[src/rtl/ps2_pkg.sv]
// Shared types and constants for the PS/2 receive framer.
// PS2_RX_PARITY_CHECK_EN selects whether the parity bit is enforced.
package ps2_pkg;

    typedef enum logic [1:0] {
        IDLE,
        DATA,
        PARITY,
        STOP
    } state_t;

    typedef logic [1:0] err_code_t;

    localparam err_code_t ERR_NONE    = 2'b00;
    localparam err_code_t ERR_PARITY  = 2'b01;
    localparam err_code_t ERR_FRAME   = 2'b10;
    localparam err_code_t ERR_TIMEOUT = 2'b11;

    localparam int FRAME_LEN = 11;
    // start, parity and stop surround the payload
    localparam int DATA_BITS = FRAME_LEN - 3;

endpackage

[src/rtl/ps2_sync_filter.sv]
// Two-flop synchronizer followed by an agreement filter for one PS/2 pin.
// Build option PS2_RX_PARITY_CHECK_EN does not affect this block.
module ps2_sync_filter #(
    parameter int FILTER_LEN = 4
) (
    input  logic clk,
    input  logic rst,
    input  logic raw,
    output logic filt
);

    localparam int CW = 4;

    logic          s1;
    logic          s2;
    logic [CW-1:0] cnt;

    // the line flips only once FILTER_LEN samples in a row disagree with it
    always_ff @(posedge clk or posedge rst) begin
        if (rst) begin
            s1   <= 1'b1;
            s2   <= 1'b1;
            filt <= 1'b1;
            cnt  <= '0;
        end else begin
            s1 <= raw;
            s2 <= s1;
            if (s2 != filt) begin
                if (cnt == CW'(FILTER_LEN - 1)) begin
                    filt <= s2;
                    cnt  <= '0;
                end else begin
                    cnt <= cnt + CW'(1);
                end
            end else begin
                cnt <= '0;
            end
        end
    end

endmodule

[src/rtl/ps2_rx_framer.sv]
// PS/2 device-to-host receive framer: pin filtering, 11-bit deframing, error strobes.
// Define PS2_RX_PARITY_CHECK_EN to enforce odd parity (error code 01).
module ps2_rx_framer
    import ps2_pkg::*;
#(
    parameter int FILTER_LEN     = 4,
    parameter int TIMEOUT_CYCLES = 25000
) (
    input  logic       sys_clk_i,
    input  logic       sys_reset_i,
    input  logic       ps2_c_i,
    input  logic       ps2_d_i,
    input  logic       rx_inhibit_i,
    output logic [7:0] rx_dat_o,
    output logic       rx_stb_o,
    output logic       rx_err_o,
    output logic [1:0] rx_err_code_o
);

    localparam int TW = $clog2(TIMEOUT_CYCLES + 1);

    logic          c_filt;
    logic          d_filt;
    logic          c_prev;
    logic          fall;
    state_t        state;
    logic [2:0]    bit_cnt;
    logic [7:0]    shreg;
    logic [TW-1:0] tcnt;
`ifdef PS2_RX_PARITY_CHECK_EN
    logic          par_acc;
    logic          par_ok;
`endif

    ps2_sync_filter #(
        .FILTER_LEN(FILTER_LEN)
    ) u_clk_filt (
        .clk (sys_clk_i),
        .rst (sys_reset_i),
        .raw (ps2_c_i),
        .filt(c_filt)
    );

    ps2_sync_filter #(
        .FILTER_LEN(FILTER_LEN)
    ) u_dat_filt (
        .clk (sys_clk_i),
        .rst (sys_reset_i),
        .raw (ps2_d_i),
        .filt(d_filt)
    );

    assign fall = c_prev & ~c_filt;

    always_ff @(posedge sys_clk_i or posedge sys_reset_i) begin
        if (sys_reset_i) begin
            c_prev        <= 1'b1;
            state         <= IDLE;
            bit_cnt       <= '0;
            shreg         <= '0;
            tcnt          <= '0;
            rx_dat_o      <= '0;
            rx_stb_o      <= 1'b0;
            rx_err_o      <= 1'b0;
            rx_err_code_o <= ERR_NONE;
`ifdef PS2_RX_PARITY_CHECK_EN
            par_acc       <= 1'b0;
            par_ok        <= 1'b0;
`endif
        end else begin
            c_prev        <= c_filt;
            rx_stb_o      <= 1'b0;
            rx_err_o      <= 1'b0;
            rx_err_code_o <= ERR_NONE;

            // host owns the bus: drop everything, including a completing frame
            if (rx_inhibit_i) begin
                state   <= IDLE;
                bit_cnt <= '0;
                tcnt    <= '0;
            end else if (state == IDLE) begin
                tcnt <= '0;
                if (fall && !d_filt) begin
                    bit_cnt <= '0;
                    state   <= DATA;
`ifdef PS2_RX_PARITY_CHECK_EN
                    par_acc <= 1'b0;
`endif
                end
            end else if (fall) begin
                tcnt <= '0;
                case (state)
                    DATA: begin
                        shreg   <= {d_filt, shreg[7:1]};
                        bit_cnt <= bit_cnt + 3'd1;
`ifdef PS2_RX_PARITY_CHECK_EN
                        par_acc <= par_acc ^ d_filt;
`endif
                        if (bit_cnt == 3'(DATA_BITS - 1)) begin
                            state <= PARITY;
                        end
                    end
                    PARITY: begin
`ifdef PS2_RX_PARITY_CHECK_EN
                        par_ok <= par_acc ^ d_filt;
`endif
                        state <= STOP;
                    end
                    STOP: begin
                        state <= IDLE;
                        if (!d_filt) begin
                            rx_err_o      <= 1'b1;
                            rx_err_code_o <= ERR_FRAME;
`ifdef PS2_RX_PARITY_CHECK_EN
                        end else if (!par_ok) begin
                            rx_err_o      <= 1'b1;
                            rx_err_code_o <= ERR_PARITY;
`endif
                        end else begin
                            rx_dat_o <= shreg;
                            rx_stb_o <= 1'b1;
                        end
                    end
                    default: state <= IDLE;
                endcase
            end else if (tcnt == TW'(TIMEOUT_CYCLES)) begin
                state         <= IDLE;
                tcnt          <= '0;
                rx_err_o      <= 1'b1;
                rx_err_code_o <= ERR_TIMEOUT;
            end else begin
                tcnt <= tcnt + TW'(1);
            end
        end
    end

endmodule

[config.mk]
export PLATFORM = sky130hd
export DESIGN_NAME = ps2_rx_framer
export DESIGN_NICKNAME = d
export VERILOG_FILES = /design/src/rtl/ps2_pkg.sv /design/src/rtl/ps2_sync_filter.sv /design/src/rtl/ps2_rx_framer.sv
export SDC_FILE = /design/constraint.sdc
export NUM_CORES = 1
export LEC_CHECK = 0
export CORE_MARGIN = 2
export CORE_UTILIZATION = 45
export CTS_CLUSTER_SIZE = 8
export DETAILED_ROUTE_END_ITERATION = 12
export PLACE_DENSITY_LB_ADDON = 0.05
export SETUP_SLACK_MARGIN = 0.3
export SLEW_MARGIN = 20
export SYNTH_ARGS = -nofsm -noshare
export SYNTH_HDL_FRONTEND = slang
export SYNTH_HIERARCHICAL = 1
export SYNTH_SLANG_ARGS = --single-unit
[constraint.sdc]
create_clock -name sys_clk_i -period 4.2 [get_ports sys_clk_i]
set_input_delay 0.63 -clock sys_clk_i [delete_from_list [all_inputs] [get_ports sys_clk_i]]
set_output_delay 0.63 -clock sys_clk_i [all_outputs]
set_load 0.02 [all_outputs]
==> impl_metrics.py, run 1 <==
metrics = {
    "outcome": {
        "status": "finished clean",
    },
    "hold_path": {
        "min_path_cells": 0,
        "hp-class": "reg -> reg",
        "worstHoldStart": "u_dat_filt/s1$_DFF_PP1_",
        "min_to": "u_dat_filt/s2$_DFF_PP1_",
    },
    "global_routing": {
        "grt_antenna_before_repair": 0,
        "grt.met2_usage_pct": 26.38,
        "first_global_vias": 1621,
        "grt_pass1_wl_um": 7659,
        "grt_max_degree": 41,
        "use_met1_pct": 20.26,
        "grt_usage_pct": 16.02,
        "use_met3_pct": 4.186,
        "busiest_layer": "met2",
        "grt_overflow": 0,
    },
    "floorplanning": {
        "ios": 17,
        "rows": 26,
        "die_area_um2": 6077,
        "start_util_pct": 47.28,
        "chipWidth_um": 77.96,
        "fp.dieH_um": 77.96,
        "core-area_um2": 5205,
    },
    "drt": {
        "dr.pass1.iters": 4,
        "viasPerCell": 5.356,
        "ant_nets": 0,
        "drtIter0Drc": 88,
        "drc": 0,
        "detailroute.via_count": 1548,
        "wl_um": 4290,
        "wl_per_cell_um": 14.84,
    },
    "placed_design": {
        "place_congestion": 0.8154,
        "dpl.cell_count": 281,
        "hpwl_um": 3097,
        "place_area_um2": 2674,
        "io_buffers": 16,
    },
    "synthesis": {
        "synth_ff_type": "dfrtp_1",
        "synth_edf_count": 0,
        "yosysWarnings": 6,
        "synthArstFlopShare_pct": 100.0,
        "netlist_instances": 201,
        "synth.avg_cell_area_um2": 12.24,
        "synthDistinctLibCells": 40,
        "netlist_area_um2": 2461,
        "ys_seq_area_share_pct": 55.26,
        "synthesis.nets": 216,
        "synth-seq-cells": 54,
    },
    "layout": {
        "final_util_pct": 53.56,
        "diodes": 0,
        "stdcell_area_um2": 2788,
        "drive_gt1_share_pct": 17.81,
        "nNetsFinal": 233,
        "area.growth.synth_to_final_pct": 13.27,
        "final_cell_count_no_fill": 289,
    },
    "cts": {
        "clk-insertion-delay-late_ps": 310,
        "cts_inserted_buffers": 5,
        "postCtsHoldBufs": 0,
        "cts_max_level": 2,
        "cts_tree": "done",
        "ctsResizeCount": 0,
        "root_buffer": "clkbuf_8",
        "clock_sinks": 54,
        "cts.reportedPaths.clkPinSlew_ps": 90,
        "cts_setup_buffers": 0,
        "cts_buffer_depth": 2,
    },
    "timing": {
        "finalHoldViolations": 0,
        "fin_crit_ps": 2078,
        "fmax_mhz": 481.1,
        "whs_ps": 359.5,
        "rsz0062_at_grt": "false",
        "relSlewSlack_pct": 55.63,
        "tns_ps": 0,
        "finalCritPeriodShare_pct": 49.49,
        "setup_viol": 0,
        "timing.final.max_slew_violations": 0,
        "finClkSkew_ps": 11.76,
        "tightest_slew_ps": 663.7,
    },
    "critical_path": {
        "reg2reg_from": "state[0]$_DFFE_PP0P_",
        "critical_path_class": "in -> reg",
        "cp-end-kind": "register",
        "cp.required_ps": 4390,
        "r2r_end": "rx_dat_o[7]$_DFFE_PP0P_",
        "crit_fanout": 9,
        "startpoint_type": "input pin",
        "arrival_ps": 2270,
        "reg2reg_depth": 5,
        "r2r_slack_ps": 2140,
    },
    "run": {
        "maxCapViolations": 0,
    },
    "pwr": {
        "ir_worst_vdd_mv": 0.2723,
        "p_per_area_nw_per_um2": 414.0,
        "leakagePower_nw": 1.249,
    },
}
## layout by cell type (no fill, tap or decap), types with 4 or more instances in the layout
cell type        instances
nand2b_1                 5
nand3_1                  7
nor2_1                  17
a21oi_1                  8
ha_1                    10
xor2_1                  11
dfrtp_1                 47
clkdlybuf4s50_1         16
and3_1                   4
inv_1                    9
nand4_1                  5
mux2_2                  17
and4_1                   4
dfstp_2                  7
clkbuf_8                 5
## critical path: stages
cell and delay [ps]:
clkdlybuf4s50_1 510, nor3_1 290, and3_1 450, mux2_2 390
## through the flow
stage | power, W | worst slack, ps
floorplan | 0.0007686 | 2420
detailed placement | 0.0008189 | 1776
global route | 0.001224 | 1979
finish | 0.001154 | 2122
global placement | 0.0008058 | 1873
CTS | 0.001170 | 2105
## power by group
group	switching [W]	leakage (nW)	total [W]	internal, W
Clock	0.000168	0.0504	0.000346	0.000177
Sequential	0.0000538	0.725	0.000628	0.000574
Combinational	0.000102	0.473	0.000180	0.0000781
## worst max path at each step
stage                          from                       to  slack (ps)  cells past startpoint
2_1_floorplan  state[0]$_DFFE_PP0P_  rx_dat_o[0]$_DFFE_PP0P_        2420                      7
3_3_place_gp           rx_inhibit_i  rx_dat_o[6]$_DFFE_PP0P_        1870                      4
3_5_place_dp           rx_inhibit_i  rx_dat_o[7]$_DFFE_PP0P_        1780                      4
4_1_cts                rx_inhibit_i  rx_dat_o[7]$_DFFE_PP0P_        2110                      4
5_1_grt        state[0]$_DFFE_PP0P_     state[1]$_DFFE_PP0P_        1980                      5
6_report               rx_inhibit_i  rx_dat_o[7]$_DFFE_PP0P_        2120                      4
## logic make-up (layout without fill, tap and decap cells)
| group | after synthesis | after routing | share of synthesized area, % |
|---|---|---|---|
| flops | 54 | 54 | 55.26 |
| compound gates | 20 | 20 | 5.847 |
| xor+xnor | 14 | 14 | 4.982 |
| mux | 21 | 21 | 9.507 |
| buf+inv | 16 | 34 | 3.101 |
| fa+ha+maj | 10 | 10 | 5.084 |
| simple gates | 66 | 66 | 16.22 |
## synth_stat cells, types with 3 or more instances
master | n | area [µm²]
nor3_1 | 3 | 15.01
dfstp_2 | 7 | 183.9
nor2_1 | 17 | 63.81
o22ai_1 | 3 | 18.77
nand3_1 | 7 | 35.03
inv_1 | 9 | 33.78
and4_1 | 4 | 35.03
nand2_1 | 3 | 11.26
xor2_1 | 11 | 96.34
ha_1 | 10 | 125.1
a21oi_1 | 8 | 40.04
nand4_1 | 5 | 31.28
nand2b_1 | 5 | 31.28
nor2b_1 | 3 | 18.77
and3_1 | 4 | 25.02
dfrtp_1 | 47 | 1176
mux2_2 | 17 | 191.4
xnor2_1 | 3 | 26.28
buf_2 | 4 | 20.02
## state kept, by name, summed over array words and instances, names as in the netlist
| register | flops |
|---|---|
| shreg | 8 |
| u_clk_filt/s1 | 1 |
| rx_dat_o | 8 |
| rx_err_code_o | 2 |
| u_dat_filt/s1 | 1 |
| state | 2 |
| u_clk_filt/filt | 1 |
| c_prev | 1 |
| bit_cnt | 3 |
| tcnt | 15 |
| u_dat_filt/s2 | 1 |
| u_dat_filt/cnt | 4 |
| u_clk_filt/s2 | 1 |
| u_clk_filt/cnt | 4 |
| rx_stb_o | 1 |
| u_dat_filt/filt | 1 |
## metal layers
metal / vias up / wire [µm]
met5: - / 0
met4: 0 / 85
met3: 7 / 165
met2: 31 / 2121
met1: 770 / 1918
li1: 740 / -
## area by class of cell
type,count,area (µm²)
fillers,467,2417
multi-input cells,131,1025
repair buffers,17,167.7
clock inverters,3,45.04
clock buffers,5,68.82
inverters,9,33.78
flip-flops and latches,54,1360
well taps,70,87.58
Power figures use the tool's default switching activity.
==> run 2, diff against run 1 <==
- clock period: 4.2 -> 2.1 ns (I/O delays scaled with it)
==> run 2 against run 1 <==
Against the previous run: clock power increased by 95%; power grew 100%; critical path depth grew 2; critical path type is now reg -> reg; largest power group unchanged; highest routed layer unchanged.
==> impl_metrics.py, run 2 (synthesized netlist as in run 1, its figures left out) <==
metrics = {
    "layout": {
        "nNetsFinal": 240,
        "multi_input_area_um2": 1037,
        "seq_area_um2": 1360,
        "area.growth.synth_to_final_pct": 16.27,
        "regMostFlops": "tcnt",
        "largest_reg_flops": 15,
        "final_util_pct": 54.98,
        "largest_registers": "tcnt x15, rx_dat_o x8, shreg x8",
        "diodes": 0,
        "fillers": 443,
        "layout_commonest_cell": "dfrtp_1",
        "drive_gt1_share_pct": 21.24,
        "stdcell_area_um2": 2861,
        "layout_common_cells": "dfrtp_1 (47), mux2_2 (17), nor2_1 (17)",
    },
    "critical_path": {
        "cp_num_buf_inv": 2,
        "cp_cell_sequence": "inv_1, ha_2, nor3_2, and3_1, buf_12, mux2_2",
        "crit_fanout": 9,
        "cp.required_ps": 2290,
        "max_stage_delay_ps": 390,
        "cp-end-kind": "register",
        "arrival_ps": 1920,
        "crit_family": "simple AND/OR/NAND/NOR gates",
        "slowest_stage": "dfrtp_1",
        "critical_path_class": "reg -> reg",
        "startpoint_type": "register",
    },
    "pwr": {
        "p_clk_share_pct": 28.7,
        "leakagePower_nw": 1.286,
        "switchingPower_w": 0.0006459,
        "internal-power_w": 0.001695,
        "switching_share_pct": 27.59,
        "power_frac_seq_pct": 53.3,
        "p_per_area_nw_per_um2": 818.2,
        "power_frac_comb_pct": 17.9,
        "ir_worst_vdd_mv": 0.4743,
    },
    "floorplanning": {
        "rows": 26,
        "core-area_um2": 5205,
        "fp.dieH_um": 77.96,
        "die_area_um2": 6077,
        "ios": 17,
        "chipWidth_um": 77.96,
        "start_util_pct": 47.28,
    },
    "timing": {
        "tightest_slew_ps": 495.2,
        "fin_crit_ps": 1724,
        "finalHoldViolations": 0,
        "timing.final.max_slew_violations": 0,
        "tns_ps": 0,
        "relSlewSlack_pct": 66.98,
        "finalCritPeriodShare_pct": 82.09,
        "fmax_mhz": 580.1,
        "setup_viol": 0,
        "finClkSkew_ps": 7.410,
        "rsz0062_at_grt": "false",
    },
    "global_routing": {
        "grt_pass1_wl_um": 7251,
        "first_global_vias": 1583,
        "grt_antenna_before_repair": 0,
        "grt_max_degree": 41,
        "grt_usage_pct": 15.11,
        "grt_overflow": 0,
    },
    "drt": {
        "detailroute.via_count": 1577,
        "wl_um": 4148,
        "ant_nets": 0,
        "dr.pass1.iters": 4,
        "wl_per_cell_um": 14.01,
        "drtIter0Drc": 53,
        "viasPerCell": 5.328,
        "met1_length_um": 1923,
        "met2WireLength_um": 2011,
        "wl_met3_um": 132,
        "top_layer_used": "met4",
        "drc": 0,
    },
    "placed_design": {
        "hpwl_um": 2981,
        "io_buffers": 16,
        "place_congestion": 0.8213,
        "place_area_um2": 2716,
    },
    "cts": {
        "root_buffer": "clkbuf_8",
        "cts_inserted_buffers": 5,
        "cts_tree": "done",
        "clk-insertion-delay-late_ps": 300,
        "clock_sinks": 54,
        "cts_buffer_depth": 2,
        "cts_max_level": 2,
        "cts.reportedPaths.clkPinSlew_ps": 90,
    },
    "hold_path": {
        "hp-class": "in -> async",
    },
    "outcome": {
        "status": "finished clean",
    },
    "run": {
        "maxCapViolations": 0,
    },
}
run 2: power groups by stage:
stage,sequential [W],clock [W],combinational [W]
2_1_floorplan,0.00124,0,0.000294
3_3_place_gp,0.00126,0,0.000370
3_5_place_dp,0.00127,0,0.000390
4_1_cts,0.00125,0.000707,0.000397
5_1_grt,0.00126,0.000742,0.000467
6_report,0.00125,0.000673,0.000420
run 2: worst register-to-register path, delay by kind of cell, from the launching register on:
family,cells,cell delay [ps]
adders and majority gates,1,230
buffers and inverters,2,230
DFF,1,390
muxes,1,330
and+or+nand+nor,2,450
run 2: area by class of cell:
type	count	share of cell area, %
tap	70	3.061
multi-input combinational	131	36.25
inverter	9	1.181
sequential	54	47.53
timing repair buffer	24	8.133
clock buffer	6	2.536
clock inverter	2	1.312
run 2: per-layer routing:
metal  up-vias  global-route usage, %
met3         9                  3.721
met1       789                  19.06
met4         0                  5.965
met5         -                      0
li1        751                      -
met2        28                  25.00
run 2: worst paths after layout:
check                                             start                          end  slack [ps]  cells after the start
worst max-delay path               state[1]$_DFFE_PP0P_      rx_dat_o[6]$_DFFE_PP0P_         380                      6
worst min-delay path                        sys_reset_i  u_clk_filt/cnt[3]$_DFF_PP0_         290                      2
worst max register to register     state[1]$_DFFE_PP0P_      rx_dat_o[6]$_DFFE_PP0P_         380                      6
worst min register to register  u_clk_filt/s1$_DFF_PP1_      u_clk_filt/s2$_DFF_PP1_         360                      0
max in group asynchronous                   sys_reset_i             c_prev$_DFF_PP1_        1250                      3
min in group sys_clk_i          u_clk_filt/s1$_DFF_PP1_      u_clk_filt/s2$_DFF_PP1_         360                      0
run 2: per-stage QoR:
stage	hold WS (ps)	power (W)	std cells	setup WS [ps]
2_1_floorplan	116.2	0.001537	201	320.2
3_3_place_gp	349.4	0.001633	285	149.1
3_5_place_dp	350.4	0.001663	285	86.12
4_1_cts	285.3	0.002359	293	302.1
5_1_grt	332.8	0.002468	296	316.2
6_report	287.7	0.002341	296	376.2
run 2: timing repair:
item / in CTS / in global routing
endpoints found under the setup margin: 19 / 17
gates resized for setup: 2 / 2
hold buffers: 0 / 0
pin swaps: 0 / 0
buffers inserted: 0 / 3
gates cloned: 0 / 0
==> run 3, diff against run 2 <==
- clock period: 2.1 -> 1.5 ns (I/O delays scaled with it)
==> run 3 against run 2 <==
Against the previous run: the flow now finishes with violations (negative setup slack); die area did not move; sequential power rose by 37%; clock power rose by 75%; sequential cell count did not move; first-iteration DRC count rose by 89%; power rose by 72%; clock skew rose by 3.6 ps; hold slack got worse by 82 ps; non-clock buffer count rose by 30; combinational power rose to 2.7 times the previous value; critical path depth fell by 1.
==> impl_metrics.py, run 3 (synthesized netlist as in run 1, its figures left out) <==
metrics = {
    "outcome": {
        "status": "complete, but fails checks",
        "violations": "negative setup slack",
    },
    "floorplanning": {
        "core-area_um2": 5205,
        "rows": 26,
        "die_area_um2": 6077,
        "chipWidth_um": 77.96,
        "fp.dieH_um": 77.96,
        "start_util_pct": 47.28,
        "ios": 17,
    },
    "global_routing": {
        "grt_usage_pct": 18.45,
        "first_global_vias": 1853,
        "grt_max_degree": 41,
        "grt_antenna_before_repair": 0,
        "grt_overflow": 0,
        "grt_pass1_wl_um": 8825,
    },
    "layout": {
        "largest_reg_flops": 15,
        "stdcell_area_um2": 3272,
        "diodes": 0,
        "layout_commonest_cell": "dfrtp_1",
        "nNetsFinal": 271,
        "largest_registers": "tcnt x15, rx_dat_o x8, shreg x8",
        "fillers": 426,
        "final_cell_count_no_fill": 327,
        "layout_common_cells": "dfrtp_1 (47), buf_4 (32), nor2_1 (15)",
        "drive_gt1_share_pct": 44.36,
        "area.growth.synth_to_final_pct": 32.94,
        "regMostFlops": "tcnt",
    },
    "cts": {
        "root_buffer": "clkbuf_8",
        "cts_buffer_depth": 2,
        "cts.reportedPaths.clkPinSlew_ps": 100,
        "cts_tree": "done",
        "clock_sinks": 54,
        "clk-insertion-delay-late_ps": 310,
        "cts_inserted_buffers": 5,
        "cts_max_level": 2,
    },
    "timing": {
        "finalCritPeriodShare_pct": 107.9,
        "fmax_mhz": 618.0,
        "timing.final.max_slew_violations": 0,
        "finalHoldViolations": 0,
        "setup_viol": 22,
        "finClkSkew_ps": 11.04,
        "fin_crit_ps": 1618,
        "rsz0062_at_grt": "true",
        "whs_ps": 205.7,
        "relSlewSlack_pct": 80.05,
        "tightest_slew_ps": 298.6,
        "fin_ws_ps": -118.2,
    },
    "critical_path": {
        "startpoint_type": "register",
        "cp.required_ps": 1690,
        "crit_fanout": 9,
        "max_stage_delay_ps": 580,
        "cp-end-kind": "register",
        "arrival_ps": 1810,
        "crit_family": "flip-flops",
        "critical_path_class": "reg -> reg",
        "cp_num_buf_inv": 1,
        "slowest_stage": "dfstp_2",
        "cp_cell_sequence": "nand2b_4, nor3_4, and3_4, buf_12, mux2_4",
    },
    "pwr": {
        "total_power_w": 0.004028,
        "leakagePower_nw": 1.506,
        "p_per_area_nw_per_um2": 1231,
        "ir_worst_vdd_mv": 0.6854,
    },
    "drt": {
        "wl_per_cell_um": 15.53,
        "drc": 0,
        "wl_um": 5079,
        "detailroute.via_count": 1751,
        "viasPerCell": 5.355,
        "ant_nets": 0,
        "drtIter0Drc": 100,
        "dr.pass1.iters": 4,
    },
    "placed_design": {
        "place_area_um2": 2984,
        "dpl.cell_count": 308,
        "place_ws_ps": -253.6,
        "io_buffers": 16,
        "place_congestion": 0.8029,
        "hpwl_um": 3468,
    },
    "hold_path": {
        "hp-class": "in -> async",
    },
    "run": {
        "maxCapViolations": 0,
    },
}
-- run 3: report_power, final --
| group | internal, W | total [W] | switching, W | leakage, nW |
|---|---|---|---|---|
| sequential | 0.00161 | 0.00171 | 0.000105 | 0.725 |
| clock | 0.000712 | 0.00118 | 0.000467 | 0.0714 |
| combinational | 0.000606 | 0.00114 | 0.000531 | 0.710 |
| total | 0.00292 | 0.00403 | 0.00110 | 1.51 |
-- run 3: path summary, 6_finish.rpt --
path,slack [ps],from,to,cells after the start
max,-120,c_prev$_DFF_PP1_,rx_dat_o[6]$_DFFE_PP0P_,5
min,210,sys_reset_i,u_clk_filt/cnt[3]$_DFF_PP0_,2
max reg2reg,-120,c_prev$_DFF_PP1_,rx_dat_o[6]$_DFFE_PP0P_,5
min reg2reg,360,u_clk_filt/s1$_DFF_PP1_,u_clk_filt/s2$_DFF_PP1_,0
max in group asynchronous,900,sys_reset_i,c_prev$_DFF_PP1_,3
min in group sys_clk_i,320,ps2_c_i,u_clk_filt/s1$_DFF_PP1_,1
-- run 3: repair_timing --
item / CTS / global route
pin swaps: 6 / 6
setup buffers: 8 / 2
gates resized for setup: 52 / 20
setup endpoints to repair: 53 / 50
hold buffers: 0 / 0
cloned: 1 / 0
hold endpoints to repair: 0 / 0
-- run 3: layer usage --
metal / up-vias / wire, µm / track usage (%)
met5: - / 0 / 0
met4: 0 / 80 / 4.737
met3: 13 / 180 / 4.419
met2: 41 / 2570 / 30.52
met1: 873 / 2247 / 24.49
li1: 824 / - / -
-- run 3: final cells by class --
cell class | count | area, µm² | area share [%]
timing repair buffer | 54 | 440.4 | 13.46
sequential | 54 | 1360 | 41.57
tap | 70 | 87.58 | 2.677
clock buffer | 6 | 82.58 | 2.524
inverter | 9 | 33.78 | 1.033
clock inverter | 2 | 60.06 | 1.836
multi-input combinational | 132 | 1207 | 36.90
-- run 3: worst register-to-register path, cell delays in order, from the launching register on --
cell	delay [ps]
dfstp_2	580
nand2b_4	70
nor3_4	200
and3_4	220
buf_12	130
mux2_4	300
-- run 3: per-stage QoR --
stage | TNS [ps] | utilization [%]
after floorplan | -1859 | -
after global placement | -3222 | 57.33
after detailed placement | -3368 | 57.33
after CTS | -748.6 | 62.52
after global routing | -3248 | 62.86
final | -1303 | 62.86
